--- config.mk ---
export PLATFORM = sky130hd
export DESIGN_NAME = aes_core_seq
export DESIGN_NICKNAME = d
export VERILOG_FILES = /design/src/rtl/aes_core_seq.sv
export SDC_FILE = /design/constraint.sdc
export NUM_CORES = 2
export LEC_CHECK = 0
export BUFFER_PORTS_ARGS = -buffer_cell sky130_fd_sc_hd__buf_2
export CAP_MARGIN = 10
export CORE_AREA = 3 3 405 407
export DETAILED_ROUTE_END_ITERATION = 8
export DIE_AREA = 0 0 408 410
export SYNTH_ARGS = -nofsm -noshare
export SYNTH_HDL_FRONTEND = slang
export SYNTH_SLANG_ARGS = --single-unit
--- constraint.sdc ---
create_clock -name ICLK -period 51.4 [get_ports ICLK]
set_input_delay 2.57 -clock ICLK [delete_from_list [all_inputs] [get_ports ICLK]]
set_output_delay 2.57 -clock ICLK [all_outputs]
set_load 0.01 [all_outputs]
--- src/rtl/aes_core_seq.sv ---
// aes_core_seq: initiator-side sequencer for the AES core init/next handshake.
// Accepts one block request at a time, reuses the expanded key when the
// request key matches the cached one, runs the block and returns the result
// (or a timeout error) on a valid/ready response port. All outputs are flops.
module aes_core_seq #(
  parameter int TIMEOUT_CYCLES = 1023
) (
  input  logic         ICLK,
  input  logic         IRST,
  input  logic         IREQ_VALID,
  output logic         OREQ_READY,
  input  logic [255:0] IREQ_KEY,
  input  logic         IREQ_KEYLEN,
  input  logic         IREQ_ENCDEC,
  input  logic [127:0] IREQ_BLOCK,
  input  logic         IKEY_FLUSH,
  output logic         ORSP_VALID,
  input  logic         IRSP_READY,
  output logic [127:0] ORSP_DATA,
  output logic         ORSP_ERR,
  output logic         OCORE_ENCDEC,
  output logic         OCORE_KEYLEN,
  output logic [255:0] OCORE_KEY,
  output logic [127:0] OCORE_BLOCK,
  output logic         OCORE_INIT,
  output logic         OCORE_NEXT,
  input  logic         ICORE_READY,
  input  logic [127:0] ICORE_RESULT
);

  localparam int CNT_W = $clog2(TIMEOUT_CYCLES + 1);
  // Last wait count before giving up; the guard cycle counts toward the limit.
  localparam logic [CNT_W-1:0] CNT_LAST = CNT_W'(TIMEOUT_CYCLES - 1);

  typedef enum logic [2:0] {
    S_IDLE,
    S_INIT,
    S_GUARD_I,
    S_WAIT_I,
    S_NEXT,
    S_GUARD_N,
    S_WAIT_N,
    S_RESP
  } state_t;

  state_t           state_q,       state_d;
  logic [CNT_W-1:0] cnt_q,         cnt_d;
  logic             req_rdy_q,     req_rdy_d;
  logic             rsp_vld_q,     rsp_vld_d;
  logic [127:0]     rsp_data_q,    rsp_data_d;
  logic             rsp_err_q,     rsp_err_d;
  logic             core_encdec_q, core_encdec_d;
  logic             core_keylen_q, core_keylen_d;
  logic [255:0]     core_key_q,    core_key_d;
  logic [127:0]     core_block_q,  core_block_d;
  logic             core_init_q,   core_init_d;
  logic             core_next_q,   core_next_d;
  logic             cache_vld_q,   cache_vld_d;
  logic [255:0]     cache_key_q,   cache_key_d;
  logic             cache_keylen_q, cache_keylen_d;
  logic             flushed_q,     flushed_d;

  // AES-128 keys live in the upper half; the lower half is don't-care.
  function automatic logic key_match(input logic [255:0] a,
                                     input logic [255:0] b,
                                     input logic         keylen);
    if (keylen) key_match = (a == b);
    else        key_match = (a[255:128] == b[255:128]);
  endfunction

  // Next-state, datapath capture, cache bookkeeping and registered outputs.
  always_comb begin
    state_d        = state_q;
    cnt_d          = cnt_q;
    rsp_data_d     = rsp_data_q;
    rsp_err_d      = rsp_err_q;
    core_encdec_d  = core_encdec_q;
    core_keylen_d  = core_keylen_q;
    core_key_d     = core_key_q;
    core_block_d   = core_block_q;
    cache_vld_d    = cache_vld_q;
    cache_key_d    = cache_key_q;
    cache_keylen_d = cache_keylen_q;
    flushed_d      = flushed_q;

    case (state_q)
      S_IDLE: begin
        if (IREQ_VALID) begin
          core_key_d    = IREQ_KEY;
          core_keylen_d = IREQ_KEYLEN;
          core_encdec_d = IREQ_ENCDEC;
          core_block_d  = IREQ_BLOCK;
          flushed_d     = 1'b0;
          // A flush in the accept cycle forces a fresh key expansion.
          if (cache_vld_q && !IKEY_FLUSH && (IREQ_KEYLEN == cache_keylen_q) &&
              key_match(IREQ_KEY, cache_key_q, IREQ_KEYLEN))
            state_d = S_NEXT;
          else
            state_d = S_INIT;
        end
      end
      S_INIT: begin
        cnt_d   = '0;
        state_d = S_GUARD_I;
      end
      S_GUARD_I: begin
        cnt_d   = cnt_q + 1'b1;
        state_d = S_WAIT_I;
      end
      S_WAIT_I: begin
        cnt_d = cnt_q + 1'b1;
        if (ICORE_READY) begin
          // A flush seen during expansion keeps the new key uncached.
          cache_vld_d    = ~flushed_q;
          cache_key_d    = core_key_q;
          cache_keylen_d = core_keylen_q;
          state_d        = S_NEXT;
        end else if (cnt_q >= CNT_LAST) begin
          rsp_data_d  = '0;
          rsp_err_d   = 1'b1;
          cache_vld_d = 1'b0;
          state_d     = S_RESP;
        end
      end
      S_NEXT: begin
        cnt_d   = '0;
        state_d = S_GUARD_N;
      end
      S_GUARD_N: begin
        cnt_d   = cnt_q + 1'b1;
        state_d = S_WAIT_N;
      end
      S_WAIT_N: begin
        cnt_d = cnt_q + 1'b1;
        if (ICORE_READY) begin
          rsp_data_d = ICORE_RESULT;
          rsp_err_d  = 1'b0;
          state_d    = S_RESP;
        end else if (cnt_q >= CNT_LAST) begin
          rsp_data_d  = '0;
          rsp_err_d   = 1'b1;
          cache_vld_d = 1'b0;
          state_d     = S_RESP;
        end
      end
      S_RESP: begin
        if (IRSP_READY) state_d = S_IDLE;
      end
      default: state_d = S_IDLE;
    endcase

    // Flush wins over any cache fill in the same cycle.
    if (IKEY_FLUSH) begin
      cache_vld_d = 1'b0;
      if (state_q == S_INIT || state_q == S_GUARD_I || state_q == S_WAIT_I)
        flushed_d = 1'b1;
    end

    // Outputs are registered copies of the state being entered.
    req_rdy_d   = (state_d == S_IDLE);
    rsp_vld_d   = (state_d == S_RESP);
    core_init_d = (state_d == S_INIT);
    core_next_d = (state_d == S_NEXT);
  end

  // State and output registers; reset returns everything to zero/IDLE.
  always_ff @(posedge ICLK or posedge IRST) begin
    if (IRST) begin
      state_q        <= S_IDLE;
      cnt_q          <= '0;
      req_rdy_q      <= 1'b0;
      rsp_vld_q      <= 1'b0;
      rsp_data_q     <= '0;
      rsp_err_q      <= 1'b0;
      core_encdec_q  <= 1'b0;
      core_keylen_q  <= 1'b0;
      core_key_q     <= '0;
      core_block_q   <= '0;
      core_init_q    <= 1'b0;
      core_next_q    <= 1'b0;
      cache_vld_q    <= 1'b0;
      cache_key_q    <= '0;
      cache_keylen_q <= 1'b0;
      flushed_q      <= 1'b0;
    end else begin
      state_q        <= state_d;
      cnt_q          <= cnt_d;
      req_rdy_q      <= req_rdy_d;
      rsp_vld_q      <= rsp_vld_d;
      rsp_data_q     <= rsp_data_d;
      rsp_err_q      <= rsp_err_d;
      core_encdec_q  <= core_encdec_d;
      core_keylen_q  <= core_keylen_d;
      core_key_q     <= core_key_d;
      core_block_q   <= core_block_d;
      core_init_q    <= core_init_d;
      core_next_q    <= core_next_d;
      cache_vld_q    <= cache_vld_d;
      cache_key_q    <= cache_key_d;
      cache_keylen_q <= cache_keylen_d;
      flushed_q      <= flushed_d;
    end
  end

  assign OREQ_READY   = req_rdy_q;
  assign ORSP_VALID   = rsp_vld_q;
  assign ORSP_DATA    = rsp_data_q;
  assign ORSP_ERR     = rsp_err_q;
  assign OCORE_ENCDEC = core_encdec_q;
  assign OCORE_KEYLEN = core_keylen_q;
  assign OCORE_KEY    = core_key_q;
  assign OCORE_BLOCK  = core_block_q;
  assign OCORE_INIT   = core_init_q;
  assign OCORE_NEXT   = core_next_q;

endmodule

Yosys cells after proc, flatten, opt, wreduce, memory -nomap -nowiden
Index checks and enable logic that the tools add are counted.

storage, ports and cells
  bits in registers = 791
  bits in latches = 0
  memory bits (writable) = 0
  ROM bits = 0
  input port bits = 520
  word-level logic and storage cells = 79
  memories = 0

cells by class
  add/subtract/negate cells = 1
  multipliers = 0
  divide/modulo/power cells = 0
  $lt $le $gt $ge = 1
  equal/unequal tests = 15
  shift operators = 0
  muxes and demuxes = 28
  bitwise gates (word level) = 1
  reductions and logical operators = 17

operators by type and width
  operator                                                          number
  128-bit two-way mux                                               3
  256-bit == test                                                   1
  128-bit one-hot mux with 2 select lines                           1
  128-bit == test                                                   1
  3-bit one-hot mux with 8 select lines                             1
  10-bit one-hot mux with 2 select lines                            1
  3-bit == test (second input constant)                             6
  3-bit two-way mux                                                 6
  1-bit two-way mux                                                 14
  10-bit by 1-bit adder with 10-bit output (second input constant)  1
  10-bit >= comparator (second input constant)                      1
  2-bit AND reduction                                               4
  3-bit by 1-bit == test with 1-bit output (second input constant)  2
  3-bit by 2-bit == test with 1-bit output (second input constant)  2
  3-bit zero test                                                   2
  1-bit one-hot mux with 2 select lines                             2
  2-bit nonzero test                                                2
  4-bit OR reduction                                                1
  1-bit logical AND                                                 3
  3-bit inequality test (second input constant)                     1
  3-bit nonzero test                                                1
  1-bit logical OR                                                  2
  2-bit inequality test (second input constant)                     1
  2-bit OR reduction                                                1
  other kinds (3)                                                   3

Logic depth before layout (Yosys ltp)
  word-level depth = 9
  gate-level depth with buffers = 10
  mapped depth without buffers = 8

Worst setup path after synthesis
OpenSTA, ideal clock, no wires.

  path kind = input -> register
  from = input port IREQ_KEY[201]
  to = register state_q[0]
  setup time = 0.135 ns
  arrival time = 3.992 ns
  setup slack = 47.273 ns
  stages = 7
  buffers on the path = 0
  cells stage by stage = nor2b_1 a2111o_1 a2111oi_2 nand4_1 nor4_1 and4_1 o21ai_0

between the ends
  longest elaborated chain between the ends = 8

ends and longest elaborated chain
  element                                             line    text
  from (decl)                                         12      input logic [255:0] IREQ_KEY,
  256-bit == test or 128-bit == test (tied branches)  67, 68
  1-bit two-way mux *                                 67      if (keylen) key_match = (a == b);
  1-bit two-way mux *                                 88      if (IREQ_VALID) begin
  1-bit two-way mux *                                 86      case (state_q)
  1-bit logical AND *                                 95      if (cache_vld_q && !IKEY_FLUSH && (IREQ_KEYLEN == cache_keylen_q) &&
  3-bit two-way mux *                                 95
  3-bit two-way mux *                                 88
  3-bit one-hot mux with 8 select lines *             86
  via state_d[0]                                      46      state_t state_q, state_d;
  to (signal assigned)                                186     state_q <= state_d;
  to (decl)                                           46

The timed path passes the listed nets; every way through them passes the cells marked *. The select of a mux whose other input is x is not followed.
A chain may end at the register's enable or synchronous reset.

==> out/metrics.cfg <==
[status]
status=complete, no violations

[critical_path]
critPathRequiredTime_ns=52.08
critical_path.endpoint_type=async pin
crit_top_cell=buf_4
crit_chain=buf_2 > inv_8 > buf_4 > buf_4 > buf_4 > buf_12
arrival_ns=6.46
max_stage_delay_ns=0.80
startpoint_type=primary input
cp_top_family=buffers and inverters
cp.buffers_inverters=6
crit_fanout=144
crit_type=primary input to async pin
cpMaxStageDelayCell=buf_4

[sta]
fin_tns_setup_ns=0
period_share_pct=11.25
setup_viol=0
fin_skew_ns=0.02800
hold_viol_final=0
maxSlewViolCount=0
fmax_ghz=0.1730
tightest_slew_ns=1.180
slew_headroom_pct=21.31
min_period_ns=5.782
rsz0062_at_grt=false

[synth]
yosysTopAreaCell=dfrtp_1
synth_area_mm2=0.03241
ys_ff_latch=791
synth_ff_type=dfrtp_1
synthTopCellsByArea=dfrtp_1 (61%), nand2_1 (13%), mux2_2 (8.9%)
synth_enable_flop_cells=0
syn_avg_cell_area_um2=10.89
synth_cells=2976
synth-seq-area-share_pct=61.08
synth-warning-count=0
syn-num-nets=3498
synth.distinct_cells=45
async_flop_share_pct=100.0
synth_top_area_share_pct=61.08

[placed_design]
dpl-instance-area_mm2=0.04000
dp_hpwl_um=104000
place_congestion=0.9036
port_buffers=1038

[layout]
final_common_cell=nand2_1
layout_common_cells=nand2_1 (1128), buf_2 (1038), dfrtp_1 (791)
final_area_mm2=0.04309
drive_gt1_share_pct=36.26
fillers=17014
areaGrowthSynthToFinish_pct=32.98
fin_nets=4510

[clock_tree]
path_clk_slew_ns=0.06
clock_tree.root_cell=clkbuf_16
post_cts_buffers=0
h-tree-depth=3
clk_latency_ns=0.70
ctsLongestPathBuffers=3
cts-buffers-inserted=92
postCtsHoldBufs=0
post_cts_resized=0
cts_sinks=791
cts_tree=yes

[floorplanning]
die_y_um=410
core_mm2=0.1606
num_rows=147
die_w_um=408
dieArea_mm2=0.1673
initial_core_util_pct=20.18
io-pin-count=1039

[grt]
grt_max_degree=152
grt.total_usage_pct=15.61
grt_pass1_wl_um=190400
grt_pass1_vias=26147
overflow=0
antenna_found_initial=63

[power]
p_int_w=0.001688
max-vdd-ir-drop_mv=0.03101
p_switching_w=0.001014
pwr-share-seq_pct=40.7
power_density_mw_per_mm2=62.69
clkPwrFrac_pct=24.4
swShare_pct=37.53
pwr-share-comb_pct=34.9
p_leak_nw=22.21

[route]
firstDrtPassIters=7
via_count=25795
wl_per_cell_um=21.60
routed_wl_um=134800
antenna_left=0
route.detailed.drc=0
vias_per_cell=4.132
detail_route.iter0.violations=2044

[min_path]
min_path_type=flip-flop to flip-flop

[run]
drv_cap=0

[metrics by stage]
| step | hold slack [ns] | std cells | power (W) | util (%) | setup slack, ns |
|---|---|---|---|---|---|
| floorplan | 0.4722 | 2976 | 0.001585 | - | 26.62 |
| global placement | 0.4529 | 6054 | 0.002051 | 24.91 | 44.81 |
| detailed placement | 0.4569 | 6054 | 0.002077 | 24.91 | 44.77 |
| CTS | 0.4710 | 6214 | 0.002754 | 26.79 | 45.57 |
| global route | 0.4894 | 6222 | 0.002872 | 26.81 | 45.10 |
| finish | 0.4666 | 6242 | 0.002702 | 26.84 | 45.62 |
[Yosys cell counts, drive strengths merged (2+ instances only)]
cell type / n
a21oi: 9
nor2: 24
o21a: 2
nor3: 5
nor4: 21
clkbuf: 110
a2111oi: 5
mux2: 257
a2111o: 4
maj3: 8
and3: 5
a22oi: 4
o2111ai: 3
nand3: 7
o21ai: 31
and4: 2
nand2b: 7
a221o: 8
buf: 39
xor2: 13
xnor2: 199
inv: 44
a22o: 136
nand4: 57
o22ai: 15
o221ai: 3
o2bb2ai: 6
or3: 2
nand2: 1129
dfrtp: 791
nor2b: 18
ha: 2
[power groups by stage]
stage                     registers [W]  logic [W]  clock network (W)
after floorplan                 0.00115   0.000436                  0
after global placement          0.00109   0.000959                  0
after detailed placement        0.00111   0.000971                  0
after CTS                       0.00110   0.000974           0.000682
after global routing            0.00114    0.00103           0.000707
final                           0.00110   0.000944           0.000658
[worst paths after layout]
check                                startpoint         endpoint  slack, ns  cells after the start
worst max-delay path                       IRST    ORSP_DATA[98]      45.62                      6
max in group ICLK                    IREQ_VALID    OCORE_KEY[67]      46.06                      7
worst min-delay path            OCORE_BLOCK[83]  OCORE_BLOCK[83]       0.47                      2
worst max register to register       state_q[0]    OCORE_KEY[67]      47.04                      7
min in group asynchronous                  IRST   OCORE_KEY[100]       2.00                      2
worst min register to register  OCORE_BLOCK[83]  OCORE_BLOCK[83]       0.47                      2
[metal layers]
layer | wire (µm) | vias to the layer above | track usage (%)
met5 | 357 | - | 0
met4 | 5774 | 52 | 6.471
met3 | 12090 | 252 | 6.012
met2 | 66500 | 961 | 26.64
met1 | 50080 | 12634 | 17.37
li1 | - | 11896 | -
[flip-flops by register name (all words and copies together), names as in the netlist, 3 cells and up]
signal / cells
OCORE_BLOCK: 128
ORSP_DATA: 128
OCORE_KEY: 256
cache_key_q: 256
state_q: 3
cnt_q: 10
[final cells by class]
class,instances,area (µm²),share of cell area [%]
multi-input combinational,1992,11880,27.57
clock inverter,27,374.1,0.8681
timing repair buffer,1067,5450,12.65
inverter,44,172.7,0.4007
sequential,791,19790,45.93
tap,2160,2703,6.271
clock buffer,133,2648,6.144
antenna,28,70.07,0.1626
[worst register-to-register path: stages, from the launching register on]
cell and delay [ns]:
dfrtp_1 0.73, nor2_1 0.21, nand3_4 0.57, buf_4 0.82, buf_4 0.83, buf_4 0.81
nand2_1 0.24, nand2_1 0.11
[cell families (layout without fill, tap and decap cells)]
logic type | after synthesis | after routing | synth area share, %
compound gates | 232 | 232 | 5.745
mux | 258 | 258 | 8.961
buf+inv | 193 | 1271 | 2.367
simple gates | 1280 | 1280 | 15.79
xor+xnor | 212 | 212 | 5.730
fa+ha+maj | 10 | 10 | 0.3243
other cells | 0 | 28 | 0
flops | 791 | 791 | 61.08
No activity file was read; power rests on OpenSTA's default activity.
